--- config.mk ---
export PLATFORM = sky130hd
export DESIGN_NAME = seq_restoring_divider
export DESIGN_NICKNAME = d
export VERILOG_FILES = /design/src/rtl/seq_restoring_divider.sv
export SDC_FILE = /design/constraint.sdc
export NUM_CORES = 1
export LEC_CHECK = 0
export BUFFER_PORTS_ARGS = -buffer_cell sky130_fd_sc_hd__buf_2
export CAP_MARGIN = 20
export CORE_MARGIN = 5
export CORE_UTILIZATION = 29
export CTS_CLUSTER_DIAMETER = 150
export DETAILED_ROUTE_END_ITERATION = 7
export HOLD_SLACK_MARGIN = 0.05
export PLACE_DENSITY = 0.42
export SLEW_MARGIN = 15
export SYNTH_ARGS = -nofsm -noshare
export SYNTH_HDL_FRONTEND = slang
export SYNTH_SLANG_ARGS = --single-unit
--- constraint.sdc ---
create_clock -name clk -period 3.01 [get_ports clk]
set_input_delay 0.602 -clock clk [delete_from_list [all_inputs] [get_ports clk]]
set_output_delay 0.602 -clock clk [all_outputs]
set_load 0.02 [all_outputs]
--- src/rtl/seq_restoring_divider.sv ---
// Iterative unsigned radix-2 restoring divider with valid/ready handshakes.
// Produces one quotient bit per clock; a zero divisor short-circuits to a flagged result.
module seq_restoring_divider #(
    parameter int unsigned WIDTH = 16
) (
    input  logic             clk,
    input  logic             rst_n,
    input  logic             in_valid,
    output logic             in_ready,
    input  logic [WIDTH-1:0] dividend,
    input  logic [WIDTH-1:0] divisor,
    output logic             out_valid,
    input  logic             out_ready,
    output logic [WIDTH-1:0] quotient,
    output logic [WIDTH-1:0] remainder,
    output logic             div_by_zero,
    output logic             busy
);

    localparam int unsigned CNT_W = $clog2(WIDTH + 1);

    typedef enum logic [1:0] {
        IDLE = 2'd0,
        CALC = 2'd1,
        DONE = 2'd2
    } state_t;

    state_t           state;
    logic [WIDTH-1:0] rem_reg;
    logic [WIDTH-1:0] q_reg;
    logic [WIDTH-1:0] divisor_reg;
    logic [CNT_W-1:0] count;

    logic [WIDTH:0]   shifted_c;
    logic [WIDTH:0]   trial_c;
    logic [WIDTH-1:0] rem_nxt_c;
    logic [WIDTH-1:0] q_nxt_c;

    // One restoring step. The partial remainder stays below the divisor, so it
    // fits in WIDTH bits; only the shifted trial operand needs the extra bit.
    always_comb begin
        shifted_c = {rem_reg, q_reg[WIDTH-1]};
        trial_c   = shifted_c - {1'b0, divisor_reg};
        rem_nxt_c = trial_c[WIDTH] ? shifted_c[WIDTH-1:0] : trial_c[WIDTH-1:0];
        q_nxt_c   = {q_reg[WIDTH-2:0], ~trial_c[WIDTH]};
    end

    // Control FSM with registered handshake and result outputs.
    always_ff @(posedge clk or negedge rst_n) begin
        if (!rst_n) begin
            state       <= IDLE;
            in_ready    <= 1'b1;
            out_valid   <= 1'b0;
            busy        <= 1'b0;
            quotient    <= '0;
            remainder   <= '0;
            div_by_zero <= 1'b0;
            rem_reg     <= '0;
            q_reg       <= '0;
            divisor_reg <= '0;
            count       <= '0;
        end else begin
            case (state)
                IDLE: begin
                    if (in_valid && in_ready) begin
                        in_ready <= 1'b0;
                        busy     <= 1'b1;
                        if (divisor == '0) begin
                            quotient    <= '1;
                            remainder   <= dividend;
                            div_by_zero <= 1'b1;
                            out_valid   <= 1'b1;
                            state       <= DONE;
                        end else begin
                            divisor_reg <= divisor;
                            rem_reg     <= '0;
                            q_reg       <= dividend;
                            count       <= '0;
                            state       <= CALC;
                        end
                    end
                end
                CALC: begin
                    rem_reg <= rem_nxt_c;
                    q_reg   <= q_nxt_c;
                    count   <= count + CNT_W'(1);
                    if (count == CNT_W'(WIDTH - 1)) begin
                        quotient    <= q_nxt_c;
                        remainder   <= rem_nxt_c;
                        div_by_zero <= 1'b0;
                        out_valid   <= 1'b1;
                        state       <= DONE;
                    end
                end
                DONE: begin
                    if (out_valid && out_ready) begin
                        out_valid <= 1'b0;
                        busy      <= 1'b0;
                        in_ready  <= 1'b1;
                        state     <= IDLE;
                    end
                end
                default: begin
                    state     <= IDLE;
                    in_ready  <= 1'b1;
                    out_valid <= 1'b0;
                    busy      <= 1'b0;
                end
            endcase
        end
    end

endmodule

==> flow_metrics.env <==
export IMPL_status="finished clean"
export IMPL_yosys_warnings=0
export IMPL_worst_clock_skew_ns=0.005921
export IMPL_diodes=0
export IMPL_die_area_mm2=0.01961
export IMPL_crit_buf_inv=1
export IMPL_numCtsBuffers=9
export IMPL_vias=4232
export IMPL_critical_path_max_stage_delay_ns=0.47
export IMPL_grt_pass1_wl_um=24670
export IMPL_synth_seq_cells=91
export IMPL_syn2layout_area_growth_pct=22.96
export IMPL_synthesis_area_mm2=0.004905
export IMPL_critical_path_top_delay_family="compound AO/OA/AOI/OAI gates"
export IMPL_hold_violations=0
export IMPL_hold_ws_ns=0.1989
export IMPL_die_h_um=140.1
export IMPL_synth_top_area_cell="dfrtp_1"
export IMPL_clk_pin_slew_ns=0.07
export IMPL_synth_cells=516
export IMPL_drt_iter0_markers=233
export IMPL_synth_cell_types=63
export IMPL_cts_hold_buf=0
export IMPL_crit_required_ns=3.24
export IMPL_core_mm2=0.01658
export IMPL_via_per_inst=5.105
export IMPL_ioPinCount=72
export IMPL_cts_setup_buffers=0
export IMPL_clock_sinks=91
export IMPL_synth_fp_nets=571
export IMPL_fin_crit_sh_pct=94.82
export IMPL_die_w_um=140.1
export IMPL_port_buffers=71
export IMPL_drt_total_wl_um=15500
export IMPL_drt_pass1_iterations=5
export IMPL_drcViolationCount=0
export IMPL_cts_resized=0
export IMPL_worstSetupStartpointType="register"
export IMPL_fin_nets=659
export IMPL_rows=47
export IMPL_initial_core_util_pct=29.58
export IMPL_endpoint_kind="register"
export IMPL_worstMarginPinSlew_ns=0.6578
export IMPL_seq_area_frac_synth_pct=46.45
export IMPL_power_density_mw_per_mm2=1467
export IMPL_grt_pass1_vias=4351
export IMPL_cts_max_level=3
export IMPL_cts_tree="yes"
export IMPL_synth_area_leaders="dfrtp_1 46%, nand2_1 5.3%, a21oi_1 5.0%"
export IMPL_crit_chain="ha_1 > nand2_1 > or3_1 > a2111oi_4 > buf_4 > o31ai_2 > and3_4 > a22o_1 > o32a_1"
export IMPL_layout_setup_ws_ns=0.1558
export IMPL_drive_gt1_share_pct=23.97
export IMPL_gp_congestion=0.8709
export IMPL_antenna_found_initial=0
export IMPL_setup_tns_ns=0
export IMPL_cp_max_fo=8
export IMPL_globalRouteTotalUtil_pct=16.04
export IMPL_grt_max_degree=64
export IMPL_max_freq_mhz=350.4
export IMPL_worstRegToRegCells=9
export IMPL_cp_depth=9
export IMPL_cts_root_buf="clkbuf_16"
export IMPL_grt_overflow_total=0
export IMPL_synth_area_per_cell_um2=9.505
export IMPL_fin_crit_ns=2.854
export IMPL_place_ws_ns=0.06366
export IMPL_max_slew_margin_pct=55.99
export IMPL_drv_cap=0
export IMPL_clk_path_buf_depth=2
export IMPL_clkLatencyLatePin_ns=0.35
export IMPL_dp_cells=813
export IMPL_criticalPathCategory="register to register"
export IMPL_ant_nets=0
export IMPL_rsz0062_at_grt="no"
export IMPL_synth_edff_count=0
export IMPL_finalSetupViolations=0
export IMPL_place_hpwl_um=11960
export IMPL_critPathSlowestCell="or3_1"
export IMPL_power_leakage_nw=2.712
export IMPL_async_flop_share_pct=100.0
export IMPL_drv_slew=0
export IMPL_wl_per_cell_um=18.69
export IMPL_synth_top_area_share_pct=45.92
export IMPL_worst_ir_drop_vdd_uv=589.3
export IMPL_layout_cells_non_filler=829
export IMPL_hold_class="input port to asynchronous set/reset pin"
export IMPL_synthFlopType="dfrtp_1"
export IMPL_crit_arrival_ns=3.08
[final cells by class]
type / count / area, um^2
Tap cell: 220 / 275.3
Clock inverter: 5 / 61.31
Clock buffer: 11 / 232.7
Timing Repair Buffer: 102 / 628.1
Inverter: 24 / 90.09
Sequential cell: 91 / 2278
Multi-Input combinational cell: 376 / 2465
Fill cell: 1743 / 10550
[layer usage]
layer / share of wire, % / track usage, %
met1: 49 / 22.61
met2: 46 / 25.15
met3: 3.4 / 3.374
met4: 1.3 / 4.182
met5: 0 / 0
[cells in the final DEF (no fill, tap or decap), types with 11 or more instances in the layout]
| master | count |
|---|---|
| dfrtp_1 | 90 |
| buf_2 | 70 |
| nand2_1 | 69 |
| a21oi_1 | 47 |
| o21ai_0 | 33 |
| buf_4 | 29 |
| nor2_1 | 27 |
| inv_1 | 24 |
| ha_1 | 18 |
| o22a_1 | 16 |
| mux2_2 | 16 |
| a22oi_1 | 12 |
| nand3_1 | 11 |
[where the power goes]
part	total, W	internal [W]	switching [W]
combinational	0.00535	0.00228	0.00307
sequential	0.00236	0.00187	0.000484
clock	0.00115	0.000648	0.000497
[path summary, 6_finish.rpt]
kind,from,end,slack (ns)
hold reg to reg,count[4],count[4],0.48
min in group clk,count[4],count[4],0.48
setup reg to reg,rem_reg[8],remainder[14],0.16
setup / recovery,rem_reg[8],remainder[14],0.16
hold / removal,rst_n,divisor_reg[11],0.20
max in group asynchronous,rst_n,in_ready,2.08
[worst reg2reg max path: stages (launching register included)]
cell	delay [ns]
dfrtp_1	0.43
ha_1	0.38
nand2_1	0.08
or3_1	0.47
a2111oi_4	0.36
buf_4	0.18
o31ai_2	0.08
and3_4	0.24
a22o_1	0.22
o32a_1	0.29
[synth_stat cells (3+ instances only)]
library cell	count
dfrtp_1	90
nand2_1	69
a21oi_1	49
o21ai_0	33
nor2_1	28
inv_1	24
clkbuf_1	19
ha_1	18
mux2_2	16
o22a_1	16
a22oi_1	12
nand3_1	11
nor3_1	9
a21o_1	8
and3_1	8
a31oi_1	6
nor4_1	6
or4_1	6
xor2_1	6
and2_1	5
mux2i_1	5
nand2b_1	5
xnor2_1	5
buf_2	4
o211ai_1	4
or3_1	4
nor4b_1	3
o21a_1	3
o32a_1	3
[through the flow]
stage / utilization (%) / cell area, um^2 / total power, W
2_1_floorplan: - / 4905 / 0.005972
3_3_place_gp: 34.49 / 5719 / 0.007699
3_5_place_dp: 34.49 / 5719 / 0.007709
4_1_cts: 36.26 / 6013 / 0.008907
5_1_grt: 36.37 / 6031 / 0.009581
6_report: 36.37 / 6031 / 0.008850
[logic make-up after synthesis]
logic type	synth area share (%)
simple gates	16.00
compound gates	21.89
flops	46.45
buf+inv	4.005
mux	4.694
fa+ha+maj	5.000
xor+xnor	1.964
No activity file was read; power rests on OpenSTA's default activity.
